**src/rtl/common_bus_team1.sv**
```systemverilog
// Basic-computer common bus: a 3-bit select drives one source onto the bus, and registers load from it.
// Optional macro COMMON_BUS_TR_EN implements TR; when undefined, tr is tied to 0 and S=110 drives zero.
module common_bus_team1 #(
  parameter int WORD_W = 16,
  parameter int ADDR_W = 12
) (
  input  logic              clk,
  input  logic              rst,
  input  logic [2:0]        S,
  input  logic [WORD_W-1:0] mem_rdata,
  input  logic [5:0]        ld,
  input  logic [5:0]        inc,
  input  logic [5:0]        clr,
  input  logic              alu_ld,
  input  logic [WORD_W-1:0] alu_res,
  input  logic              mem_we,
  output logic [WORD_W-1:0] bus,
  output logic [ADDR_W-1:0] ar,
  output logic [ADDR_W-1:0] pc,
  output logic [WORD_W-1:0] dr,
  output logic [WORD_W-1:0] ac,
  output logic [WORD_W-1:0] ir,
  output logic [WORD_W-1:0] tr,
  output logic [ADDR_W-1:0] mem_addr,
  output logic [WORD_W-1:0] mem_wdata,
  output logic              mem_wr
);

  logic [ADDR_W-1:0] ar_q, ar_d, pc_q, pc_d;
  logic [WORD_W-1:0] dr_q, dr_d, ac_q, ac_d, ir_q, ir_d, tr_q, tr_d;

  always_comb begin
    bus = '0;
    case (S)
      3'b001:  bus = WORD_W'(ar_q);
      3'b010:  bus = WORD_W'(pc_q);
      3'b011:  bus = dr_q;
      3'b100:  bus = ac_q;
      3'b101:  bus = ir_q;
      3'b110:  bus = tr_q;
      3'b111:  bus = mem_rdata;
      default: bus = '0;
    endcase
  end

  // Each register: clr > ld > inc > hold; ld samples the pre-edge bus.
  always_comb begin
    ar_d = ar_q;
    if (clr[0])      ar_d = '0;
    else if (ld[0])  ar_d = bus[ADDR_W-1:0];
    else if (inc[0]) ar_d = ar_q + ADDR_W'(1);

    pc_d = pc_q;
    if (clr[1])      pc_d = '0;
    else if (ld[1])  pc_d = bus[ADDR_W-1:0];
    else if (inc[1]) pc_d = pc_q + ADDR_W'(1);

    dr_d = dr_q;
    if (clr[2])      dr_d = '0;
    else if (ld[2])  dr_d = bus;
    else if (inc[2]) dr_d = dr_q + WORD_W'(1);

    ac_d = ac_q;
    if (clr[3])      ac_d = '0;
    else if (alu_ld) ac_d = alu_res;
    else if (ld[3])  ac_d = bus;
    else if (inc[3]) ac_d = ac_q + WORD_W'(1);

    // IR has no clear or increment path.
    ir_d = ir_q;
    if (ld[4]) ir_d = bus;
  end

`ifdef COMMON_BUS_TR_EN
  always_comb begin
    tr_d = tr_q;
    if (clr[5])      tr_d = '0;
    else if (ld[5])  tr_d = bus;
    else if (inc[5]) tr_d = tr_q + WORD_W'(1);
  end
`else
  assign tr_d = '0;
`endif

  always_ff @(posedge clk or posedge rst) begin
    if (rst) begin
      ar_q <= '0;
      pc_q <= '0;
      dr_q <= '0;
      ac_q <= '0;
      ir_q <= '0;
      tr_q <= '0;
    end else begin
      ar_q <= ar_d;
      pc_q <= pc_d;
      dr_q <= dr_d;
      ac_q <= ac_d;
      ir_q <= ir_d;
      tr_q <= tr_d;
    end
  end

  assign ar        = ar_q;
  assign pc        = pc_q;
  assign dr        = dr_q;
  assign ac        = ac_q;
  assign ir        = ir_q;
  assign tr        = tr_q;
  assign mem_addr  = ar_q;
  assign mem_wdata = bus;
  assign mem_wr    = mem_we;

endmodule

```
**config.mk**
```make
export PLATFORM = sky130hd
export DESIGN_NAME = common_bus_team1
export DESIGN_NICKNAME = d
export VERILOG_FILES = /design/src/rtl/common_bus_team1.sv
export SDC_FILE = /design/constraint.sdc
export NUM_CORES = 1
export LEC_CHECK = 0
export BUFFER_PORTS_ARGS = -buffer_cell sky130_fd_sc_hd__buf_2
export CAP_MARGIN = 10
export CORE_MARGIN = 5
export CORE_UTILIZATION = 46
export DETAILED_ROUTE_END_ITERATION = 10
export MAX_ROUTING_LAYER = met4
export PLACE_DENSITY = 0.85
export SETUP_SLACK_MARGIN = 0.02
export SLEW_MARGIN = 0
export SYNTH_ARGS = -nofsm -noshare
export SYNTH_HDL_FRONTEND = slang
export SYNTH_SLANG_ARGS = --single-unit
```
**constraint.sdc**
```tcl
create_clock -name clk -period 2.2 [get_ports clk]
set_input_delay 0.33 -clock clk [delete_from_list [all_inputs] [get_ports clk]]
set_output_delay 0.33 -clock clk [all_outputs]
set_load 0.01 [all_outputs]
```
==> impl_metrics.json, run 1 <==
{
  "drtAntennaViolNets": 0,
  "dpl_cell_area_um2": 6097,
  "cts_hold_buf": 0,
  "grtUsageTotal_pct": 27.10,
  "tritoncts": "yes",
  "num_rows": 38,
  "cts-htree-levels": 3,
  "grt_pass1_wl_mm": 27.39,
  "nets": 830,
  "layout-drive-gt1-share_pct": 34.63,
  "grt_pass1_vias": 5076,
  "setup_viol_count_final": 0,
  "core_um2": 10890,
  "fin_crit_ns": 2.172,
  "slew_viol_final": 0,
  "dp_hpwl_mm": 13.48,
  "clock_skew_ns": 0.01155,
  "yosysTopAreaCellShare_pct": 34.96,
  "worstMarginPinSlew_ns": 0.5412,
  "worst_ep_required_time_ns": 1.87,
  "fin_ws_ns": 0.02801,
  "switching_share_pct": 32.97,
  "ys_seq_area_share_pct": 34.96,
  "wl_per_cell_um": 19.77,
  "rsz0062_at_grt": "yes",
  "synthCells": 595,
  "syn_area_um2": 5154,
  "antenna_cells": 0,
  "maxCapViolCount": 0,
  "grt_max_degree": 73,
  "cts_root_buffer": "clkbuf_8",
  "synth-seq-cells": 72,
  "ir_drop_uv": 385.0,
  "min_path_type": "input port to asynchronous set/reset pin",
  "fp.dieW_um": 115.8,
  "numCtsBuffers": 9,
  "yosys_warnings": 0,
  "seqPwrFrac_pct": 39.6,
  "worstSetupPathType": "register to output pin",
  "vias": 5512,
  "synthArstFlopShare_pct": 100.0,
  "p_leak_nw": 3.307,
  "slew_headroom_pct": 63.59,
  "syn_avg_cell_area_um2": 8.662,
  "area_growth_syn_to_layout_pct": 25.42,
  "synth_common_cells": "72 x dfrtp_1, 61 x nor2_1, 46 x buf_4",
  "timing.fmax_mhz": 460.4,
  "fin_area_um2": 6464,
  "cp-start-kind": "register",
  "clkLatencyLatePin_ns": 0.36,
  "powerDensity_nw_per_um2": 627.8,
  "use_met3_pct": 5.431,
  "grt-busiest-layer": "met2",
  "dp_worst_setup_slack_ns": 0.04126,
  "power_frac_comb_pct": 27.1,
  "synth_edf_count": 0,
  "power.total_mw": 4.058,
  "finalHoldViolCount": 0,
  "period_share_pct": 98.73,
  "critPathMaxFanout": 2,
  "clockBufferDepth": 2,
  "synth_top_area_cell": "dfrtp_1",
  "switching_power_mw": 1.338,
  "drc": 0,
  "p_int_mw": 2.720,
  "ys_top_cells_by_area": "dfrtp_1 35%, buf_4 6.7%, nor2_1 4.4%",
  "chipHeight_um": 115.8,
  "dieArea_um2": 13420,
  "synth_flop_cell": "dfrtp_1",
  "run_status": "completed",
  "drt_iter0_markers": 705,
  "gp_congestion": 1.005,
  "post-route-util_pct": 59.37,
  "p_clk_share_pct": 33.3,
  "fillers": 941,
  "io_buffers": 166,
  "path_clk_slew_ns": 0.09,
  "whs_ns": 0.04082,
  "synth.most_common_cell": "dfrtp_1",
  "viasPerCell": 6.031,
  "ios": 190,
  "crit_arrival_ns": 1.84,
  "antenna_found_initial": 0,
  "grtUsageMet2_pct": 41.08,
  "drt_wl_total_mm": 18.07,
  "worst_setup_path_end_kind": "output pin",
  "initial_core_util_pct": 47.33,
  "grt_overflow": 0,
  "clock_sinks": 72,
  "drtPass1Iterations": 5,
  "ys_types": 64,
  "globalRouteMet1Util_pct": 35.81
}
per-stage QoR:
stage	TNS (ns)	cells
2_1_floorplan	0	610
3_3_place_gp	0	888
3_5_place_dp	0	888
4_1_cts	0	908
5_1_grt	-0.04235	914
6_report	0	914
cell type report:
class / instances / area, µm² / share of cell area, %
multi-input cells: 431 / 2819 / 43.61
well taps: 140 / 175.2 / 2.710
flip-flops and latches: 72 / 1808 / 27.97
repair buffers: 226 / 1299 / 20.09
clock inverters: 5 / 102.6 / 1.587
inverters: 29 / 108.9 / 1.684
clock buffers: 11 / 151.4 / 2.342
final timing paths:
kind | startpoint | end | slack, ns | cells past startpoint
setup / recovery | dr[4]$_DFFE_PP0P_ | mem_wdata[4] | 0.03 | 5
min in group clk | alu_res[4] | ac[4]$_DFFE_PP0P_ | 0.21 | 2
max in group asynchronous | rst | dr[4]$_DFFE_PP0P_ | 1.82 | 3
setup reg to reg | dr[4]$_DFFE_PP0P_ | ac[4]$_DFFE_PP0P_ | 0.17 | 7
hold / removal | rst | ir[4]$_DFFE_PP0P_ | 0.04 | 3
hold reg to reg | ir[9]$_DFFE_PP0P_ | ir[9]$_DFFE_PP0P_ | 0.56 | 2
sequential cells by signal (all words and copies together), names as in the netlist:
register and cells:
ir 16, ac 16, pc 12, dr 16
ar 12
cell usage in the layout, fill, tap and decap left out, types with 4 or more instances in the layout:
master / netlist / routed
a22o_1: 10 / 10
a221oi_1: 4 / 4
mux2_2: 9 / 9
dfrtp_2: 0 / 5
o2bb2ai_1: 5 / 5
nor4_1: 6 / 6
a21oi_1: 39 / 39
nor2_1: 61 / 60
o31ai_1: 4 / 4
dfrtp_1: 72 / 67
mux2i_1: 18 / 18
nand4_1: 14 / 14
o21a_1: 7 / 6
xor2_1: 19 / 19
a211oi_1: 29 / 29
nand2_1: 37 / 37
a222oi_1: 4 / 4
nor2b_1: 5 / 5
buf_4: 46 / 59
nand2b_1: 4 / 4
and3_1: 5 / 5
ha_1: 4 / 4
a21o_1: 5 / 5
nand3_1: 17 / 17
o21ai_0: 20 / 20
conb_1: 1 / 16
inv_1: 29 / 27
nor3_1: 15 / 15
o211a_1: 4 / 4
o22ai_1: 4 / 4
xnor2_1: 22 / 22
clkbuf_8: 0 / 11
buf_2: 3 / 164
power groups by stage:
stage	logic (mW)	registers, mW	clock network (mW)
2_1_floorplan	0.601	1.64	0
3_3_place_gp	1.03	1.62	0
3_5_place_dp	1.05	1.63	0
4_1_cts	1.07	1.60	1.36
5_1_grt	1.18	1.62	1.41
6_report	1.10	1.61	1.35
critical path: stages, from the launching register on:
cell      delay [ns]
dfrtp_2         0.44
mux2_4          0.26
a222oi_1        0.41
buf_4           0.20
inv_2           0.04
buf_2           0.13
routing by layer:
metal | vias up | part of all wire, % | wire, µm
met5 | - | 0 | 0
met4 | 0 | 3.5 | 624
met3 | 54 | 12 | 2108
met2 | 405 | 46 | 8362
met1 | 2595 | 39 | 6974
li1 | 2458 | - | -
logic make-up after synthesis:
| logic type | synth area share, % |
|---|---|
| compound gates | 22.09 |
| xor+xnor | 6.968 |
| fa+ha+maj | 0.9711 |
| buf+inv | 11.94 |
| flops | 34.96 |
| mux | 6.264 |
| other cells | 0.07276 |
| simple gates | 16.73 |
timing repair:
| item | 4_1_cts | 5_1_grt |
|---|---|---|
| pin swaps | 1 | 3 |
| gates resized for setup | 5 | 8 |
| hold endpoints to repair | 0 | 0 |
| cloned | 0 | 0 |
| buffers inserted | 4 | 6 |
| endpoints found under the setup margin | 8 | 19 |
Power figures use the tool's default switching activity.
==> run 2: changes to the inputs <==
--- a/config.mk
+++ b/config.mk
@@ -10,6 +10,7 @@
 export CORE_MARGIN = 5
 export CORE_UTILIZATION = 46
 export DETAILED_ROUTE_END_ITERATION = 10
+export GPL_ROUTABILITY_DRIVEN = 0
 export MAX_ROUTING_LAYER = met4
 export PLACE_DENSITY = 0.85
 export SETUP_SLACK_MARGIN = 0.02
==> constraint.sdc (replaced) <==
create_clock -name clk -period 1.9 [get_ports clk]
set_input_delay 0.285 -clock clk [delete_from_list [all_inputs] [get_ports clk]]
set_output_delay 0.285 -clock clk [all_outputs]
set_load 0.01 [all_outputs]
==> run 2 against run 1 <==
The run now ends with setup timing left. Design area is 11% higher. First-iteration DRC count is 24% higher. Sequential cell count unchanged. Core utilization is 6.8 points higher. Global-route usage up 2.7 points. Clock skew grew 0.0037 ns. Via count increased by 7.9%. Sequential share of layout area is 2.7 points lower. Critical path type unchanged. Critical endpoint is now bus[4]. Largest cell class unchanged. Largest power group unchanged.
==> impl_metrics.json, run 2 (synthesis results as in run 1) <==
{
  "initial_core_util_pct": 47.33,
  "fin_area_um2": 7203,
  "slew_viol_final": 0,
  "timing.fmax_mhz": 482.2,
  "fin_ws_ns": -0.1739,
  "clockBufferDepth": 2,
  "dieArea_um2": 13420,
  "grt_pass1_wl_mm": 30.12,
  "drc": 0,
  "io_buffers": 166,
  "period_share_pct": 109.2,
  "worst_ep_required_time_ns": 1.62,
  "grt_pass1_vias": 5691,
  "powerDensity_nw_per_um2": 657.1,
  "p_clk_share_pct": 27.3,
  "dpl_cell_area_um2": 6385,
  "layout-drive-gt1-share_pct": 44.44,
  "antenna_cells": 0,
  "antenna_found_initial": 0,
  "worstMarginPinSlew_ns": 0.5860,
  "post-route-util_pct": 66.16,
  "finalHoldViolCount": 0,
  "clkLatencyLatePin_ns": 0.36,
  "min_path_type": "input port to register",
  "numCtsBuffers": 9,
  "worstSetupPathType": "register to output pin",
  "crit_arrival_ns": 1.79,
  "clock_skew_ns": 0.01520,
  "tritoncts": "yes",
  "cp.buffers_inverters": 3,
  "fp.dieW_um": 115.8,
  "area_growth_syn_to_layout_pct": 39.77,
  "nets": 902,
  "slowest_delay_ns": 0.44,
  "vias": 5950,
  "grtUsageTotal_pct": 29.83,
  "ios": 190,
  "run_status": "complete, but fails checks",
  "power.total_mw": 4.733,
  "cp-start-kind": "register",
  "wl_per_cell_um": 20.71,
  "critPathMaxFanout": 2,
  "ir_drop_uv": 368.8,
  "crit_chain": "mux2_4, a222oi_1, buf_4, inv_4, buf_6",
  "worst_setup_path_end_kind": "output pin",
  "path_clk_slew_ns": 0.08,
  "clock_sinks": 72,
  "dp_hpwl_mm": 14.28,
  "drtAntennaViolNets": 0,
  "switching_share_pct": 34.96,
  "violations": "setup timing",
  "p_int_mw": 3.078,
  "cts_root_buffer": "clkbuf_8",
  "viasPerCell": 6.034,
  "drt_wl_total_mm": 20.42,
  "drt_iter0_markers": 872,
  "final_cell_mix": "150 x buf_2, 127 x buf_4, 60 x nor2_1",
  "crit_slowest_cell": "dfrtp_2",
  "final_common_cell": "buf_2",
  "cp_top_family": "flip-flops",
  "chipHeight_um": 115.8,
  "slew_headroom_pct": 60.85,
  "power_frac_comb_pct": 33.9,
  "seqPwrFrac_pct": 38.8,
  "grt_overflow": 0,
  "fin_crit_ns": 2.074,
  "maxCapViolCount": 0,
  "fillers": 814,
  "grt_max_degree": 42,
  "cts-htree-levels": 3,
  "p_leak_nw": 3.643,
  "setup_viol_count_final": 18,
  "drtPass1Iterations": 7,
  "switching_power_mw": 1.655,
  "core_um2": 10890,
  "num_rows": 38,
  "rsz0062_at_grt": "yes"
}
-- run 2: metal layers --
layer | GRT usage (%) | vias to the layer above | part of all wire (%)
met1 | 37.06 | 2790 | 37
met4 | 12.53 | 0 | 5.2
met2 | 46.64 | 466 | 46
met5 | - | - | 0
li1 | - | 2585 | -
met3 | 7.102 | 109 | 11
-- run 2: power groups by stage --
stage / combinational [mW] / sequential, mW / clock, mW
global route: 1.71 / 1.85 / 1.37
finish: 1.61 / 1.84 / 1.29
floorplan: 0.701 / 1.89 / 0
CTS: 1.47 / 1.82 / 1.29
global placement: 1.28 / 1.86 / 0
detailed placement: 1.31 / 1.87 / 0
-- run 2: timing repair --
action | CTS | global route
endpoints found under the hold margin | 22 | 0
pin swaps | 9 | 10
hold buffers | 1 | 0
endpoints found under the setup margin | 32 | 44
buffers inserted | 30 | 19
resized for setup | 36 | 44
-- run 2: path summary, 6_finish.rpt --
path | startpoint | to | slack (ns) | cells past startpoint
worst min-delay path | alu_res[4] | ac[4]$_DFFE_PP0P_ | 0.17 | 2
max in group asynchronous | rst | dr[9]$_DFFE_PP0P_ | 0.74 | 4
worst max-delay path | dr[4]$_DFFE_PP0P_ | bus[4] | -0.17 | 5
worst min register to register | ir[14]$_DFFE_PP0P_ | ir[14]$_DFFE_PP0P_ | 0.55 | 2
min in group asynchronous | rst | ar[4]$_DFFE_PP0P_ | 0.55 | 3
worst max register to register | pc[11]$_DFFE_PP0P_ | ac[11]$_DFFE_PP0P_ | 0.03 | 8
-- run 2: layout make-up --
cell class,count,area [µm²],area share (%)
clock buffers,11,151.4,2.102
clock inverters,5,55.05,0.7643
inverters,29,126.4,1.754
multi-input cells,431,2937,40.77
flip-flops and latches,72,1818,25.24
well taps,140,175.2,2.432
repair buffers,298,1941,26.94
-- run 2: metrics by stage --
step	cells	hold WS (ns)	worst slack [ns]	setup TNS [ns]
finish	986	0.1689	-0.1739	-1.425
global route	986	0.1720	-0.2446	-2.635
floorplan	610	0.3518	-0.1046	-0.2315
CTS	972	0.1550	-0.1992	-1.302
global placement	925	0.3756	-0.08334	-0.9450
detailed placement	925	0.3757	-0.1280	-1.840
==> run 3: changes to the inputs <==
--- a/config.mk
+++ b/config.mk
@@ -5,14 +5,15 @@
 export SDC_FILE = /design/constraint.sdc
 export NUM_CORES = 1
 export LEC_CHECK = 0
+export ABC_AREA = 1
 export BUFFER_PORTS_ARGS = -buffer_cell sky130_fd_sc_hd__buf_2
-export CAP_MARGIN = 10
-export CORE_MARGIN = 5
-export CORE_UTILIZATION = 46
+export CAP_MARGIN = 25
+export CORE_MARGIN = 3
+export CORE_UTILIZATION = 47
 export DETAILED_ROUTE_END_ITERATION = 10
 export GPL_ROUTABILITY_DRIVEN = 0
 export MAX_ROUTING_LAYER = met4
-export PLACE_DENSITY = 0.85
+export PLACE_DENSITY = 0.86
 export SETUP_SLACK_MARGIN = 0.02
 export SLEW_MARGIN = 0
 export SYNTH_ARGS = -nofsm -noshare
==> run 3 against run 2 <==
The run now ends clean. First-iteration DRC count shrank 10%. Sequential cell count is the same. Power grew 9.6%. Register-to-register slack gained 0.16 ns. Sequential share of layout area grew 1.1 points. Critical path type unchanged. Largest cell class unchanged. Largest power group is now the clock network.
==> impl_metrics.json, run 3 <==
{
  "slew_headroom_pct": 34.54,
  "ys_seq_area_share_pct": 32.46,
  "drtAntennaViolNets": 0,
  "met1_length_mm": 7.484,
  "dpl_cell_area_um2": 6471,
  "fin_crit_ns": 1.828,
  "yosysTopAreaCellShare_pct": 32.46,
  "drc": 0,
  "area_growth_syn_to_layout_pct": 24.10,
  "fin_setup_tns_ns": 0,
  "chipHeight_um": 114.7,
  "synth_common_cells": "203 x nand2_1, 113 x nor2_1, 109 x inv_1",
  "grt_pass1_wl_mm": 29.65,
  "grt_overflow": 0,
  "synth_top_family_by_area": "simple AND/OR/NAND/NOR gates",
  "grt_max_degree": 33,
  "initial_core_util_pct": 48.40,
  "synth_xor_area_share_pct": 1.420,
  "synth_simple_gate_area_share_pct": 33.68,
  "numCtsBuffers": 9,
  "ys_top_cells_by_area": "dfrtp_1 32%, nand2_1 14%, nor2_1 7.6%",
  "worstSetupPathType": "register to output pin",
  "grt_pass1_vias": 5859,
  "powerDensity_nw_per_um2": 753.4,
  "tritoncts": "yes",
  "ios": 190,
  "drt_iter0_markers": 782,
  "wl_per_cell_um": 16.16,
  "period_share_pct": 96.21,
  "clkLatencyLatePin_ns": 0.34,
  "r2r_setup_slack_ns": 0.19,
  "io_buffers": 166,
  "cts-htree-levels": 3,
  "rr_startpoint": "ac[0]$_DFFE_PP0P_",
  "core_um2": 11470,
  "worst_ep_required_time_ns": 1.62,
  "antenna_found_initial": 0,
  "grtUsageTotal_pct": 29.58,
  "synth-seq-cells": 72,
  "final_cell_mix": "200 x nand2_1, 166 x buf_2, 108 x nor2_1",
  "synth_top_area_cell": "dfrtp_1",
  "setup_viol_count_final": 0,
  "syn_area_um2": 5550,
  "yosys_warnings": 0,
  "nets": 1101,
  "dp_hpwl_mm": 14.66,
  "drt_wl_total_mm": 19.18,
  "final_common_cell": "nand2_1",
  "viasPerCell": 5.549,
  "layout-drive-gt1-share_pct": 26.44,
  "synth_edf_count": 0,
  "ys_types": 32,
  "power.total_mw": 5.189,
  "maxCapViolCount": 0,
  "cp-start-kind": "register",
  "clockBufferDepth": 2,
  "vias": 6587,
  "antenna_cells": 0,
  "top_layer_used": "met4",
  "synth-compound-area-share_pct": 14.43,
  "layoutNonFillerInstCount": 1187,
  "min_path_type": "input port to register",
  "met2_length_mm": 8.572,
  "worstHoldStart": "alu_res[14]",
  "ir_drop_uv": 451.2,
  "fin_area_um2": 6888,
  "cts_root_buffer": "clkbuf_16",
  "syn_avg_cell_area_um2": 6.343,
  "critPathMaxFanout": 5,
  "crit_arrival_ns": 1.54,
  "clock_sinks": 72,
  "path_clk_slew_ns": 0.06,
  "slew_viol_final": 0,
  "synth_flop_cell": "dfrtp_1",
  "synthArstFlopShare_pct": 100.0,
  "worstMarginPinSlew_ns": 0.9766,
  "synth.most_common_cell": "nand2_1",
  "synthMuxAreaShare_pct": 0,
  "run_status": "completed",
  "crit_start": "ac[5]$_DFFE_PP0P_",
  "drtPass1Iterations": 6,
  "fp.dieW_um": 114.7,
  "finalHoldViolCount": 0,
  "met3_length_mm": 2.144,
  "dieArea_um2": 13150,
  "synthCells": 875,
  "p_leak_nw": 3.608,
  "dp_cells": 1168,
  "timing.fmax_mhz": 547.1,
  "clock_skew_ns": 0.004743,
  "worst_setup_path_end_kind": "output pin",
  "num_rows": 39,
  "synthAdderAreaFrac_pct": 0.9017
}
## run 3: cell count changes after synthesis, moves of 29 or more
cell,change
o22ai_1,+30
nand2_1,+166
inv_1,+80
nand3_1,+67
nor2_1,+52
o21ai_1,+39
o21ai_0,+30
a211oi_1,-29
## run 3: repair_timing
| action | in CTS | in global routing |
|---|---|---|
| gates resized for setup | 2 | 18 |
| buffers inserted | 0 | 3 |
| hold endpoints to repair | 11 | 0 |
| setup endpoints to repair | 15 | 27 |
| pin swaps | 0 | 8 |
| hold buffers | 1 | 0 |
## run 3: path summary, 6_finish.rpt
path,end,depth (start not counted)
worst max-delay path,mem_wdata[5],5
worst min-delay path,ac[14]$_DFFE_PP0P_,5
worst max register to register,ac[12]$_DFFE_PP0P_,10
worst min register to register,pc[10]$_DFFE_PP0P_,2
max in group asynchronous,ac[4]$_DFFE_PP0P_,4
min in group asynchronous,pc[5]$_DFFE_PP0P_,3
## run 3: layout make-up
class	instances	area (µm²)
fill	1007	4579
multi-input combinational	618	2890
sequential	72	1812
timing repair buffer	210	1176
inverter	129	488.0
clock buffer	10	239.0
tap	143	178.9
clock inverter	5	103.9
## run 3: kinds of logic (layout without fill, tap and decap cells)
group                    Yosys count  count (layout)
XOR/XNOR                           9               9
AND/OR/NAND/NOR                  442             442
buffers and inverters            200             354
AO/OA/AOI/OAI                    147             147
other                              1              16
adder cells (fa/ha/maj)            4               4
flip-flops                        72              72
## run 3: layer usage
metal | global-route usage (%) | vias to the layer above
li1 | - | 3088
met1 | 38.04 | 2970
met2 | 44.94 | 452
met3 | 5.021 | 77
met4 | 14.96 | 0
met5 | - | -
## run 3: critical path, cell delays in order (launching register included)
cell	delay, ns
dfrtp_1	0.43
inv_1	0.14
o22ai_1	0.10
nor2_1	0.18
nand2_2	0.17
buf_2	0.18
## run 3: stage by stage
step	hold WS [ns]	util, %	worst slack, ns
global route	0.2972	60.07	-0.002434
finish	0.2789	60.07	0.07206
detailed placement	0.2738	56.43	-0.05677
floorplan	0.4436	-	0.3398
CTS	0.2758	59.55	0.02005
global placement	0.2724	56.43	-0.006763
## run 3: power breakdown
group | switching [mW] | internal [mW]
sequential | 0.196 | 1.68
combinational | 0.837 | 0.495
clock | 0.673 | 1.31
total | 1.71 | 3.48
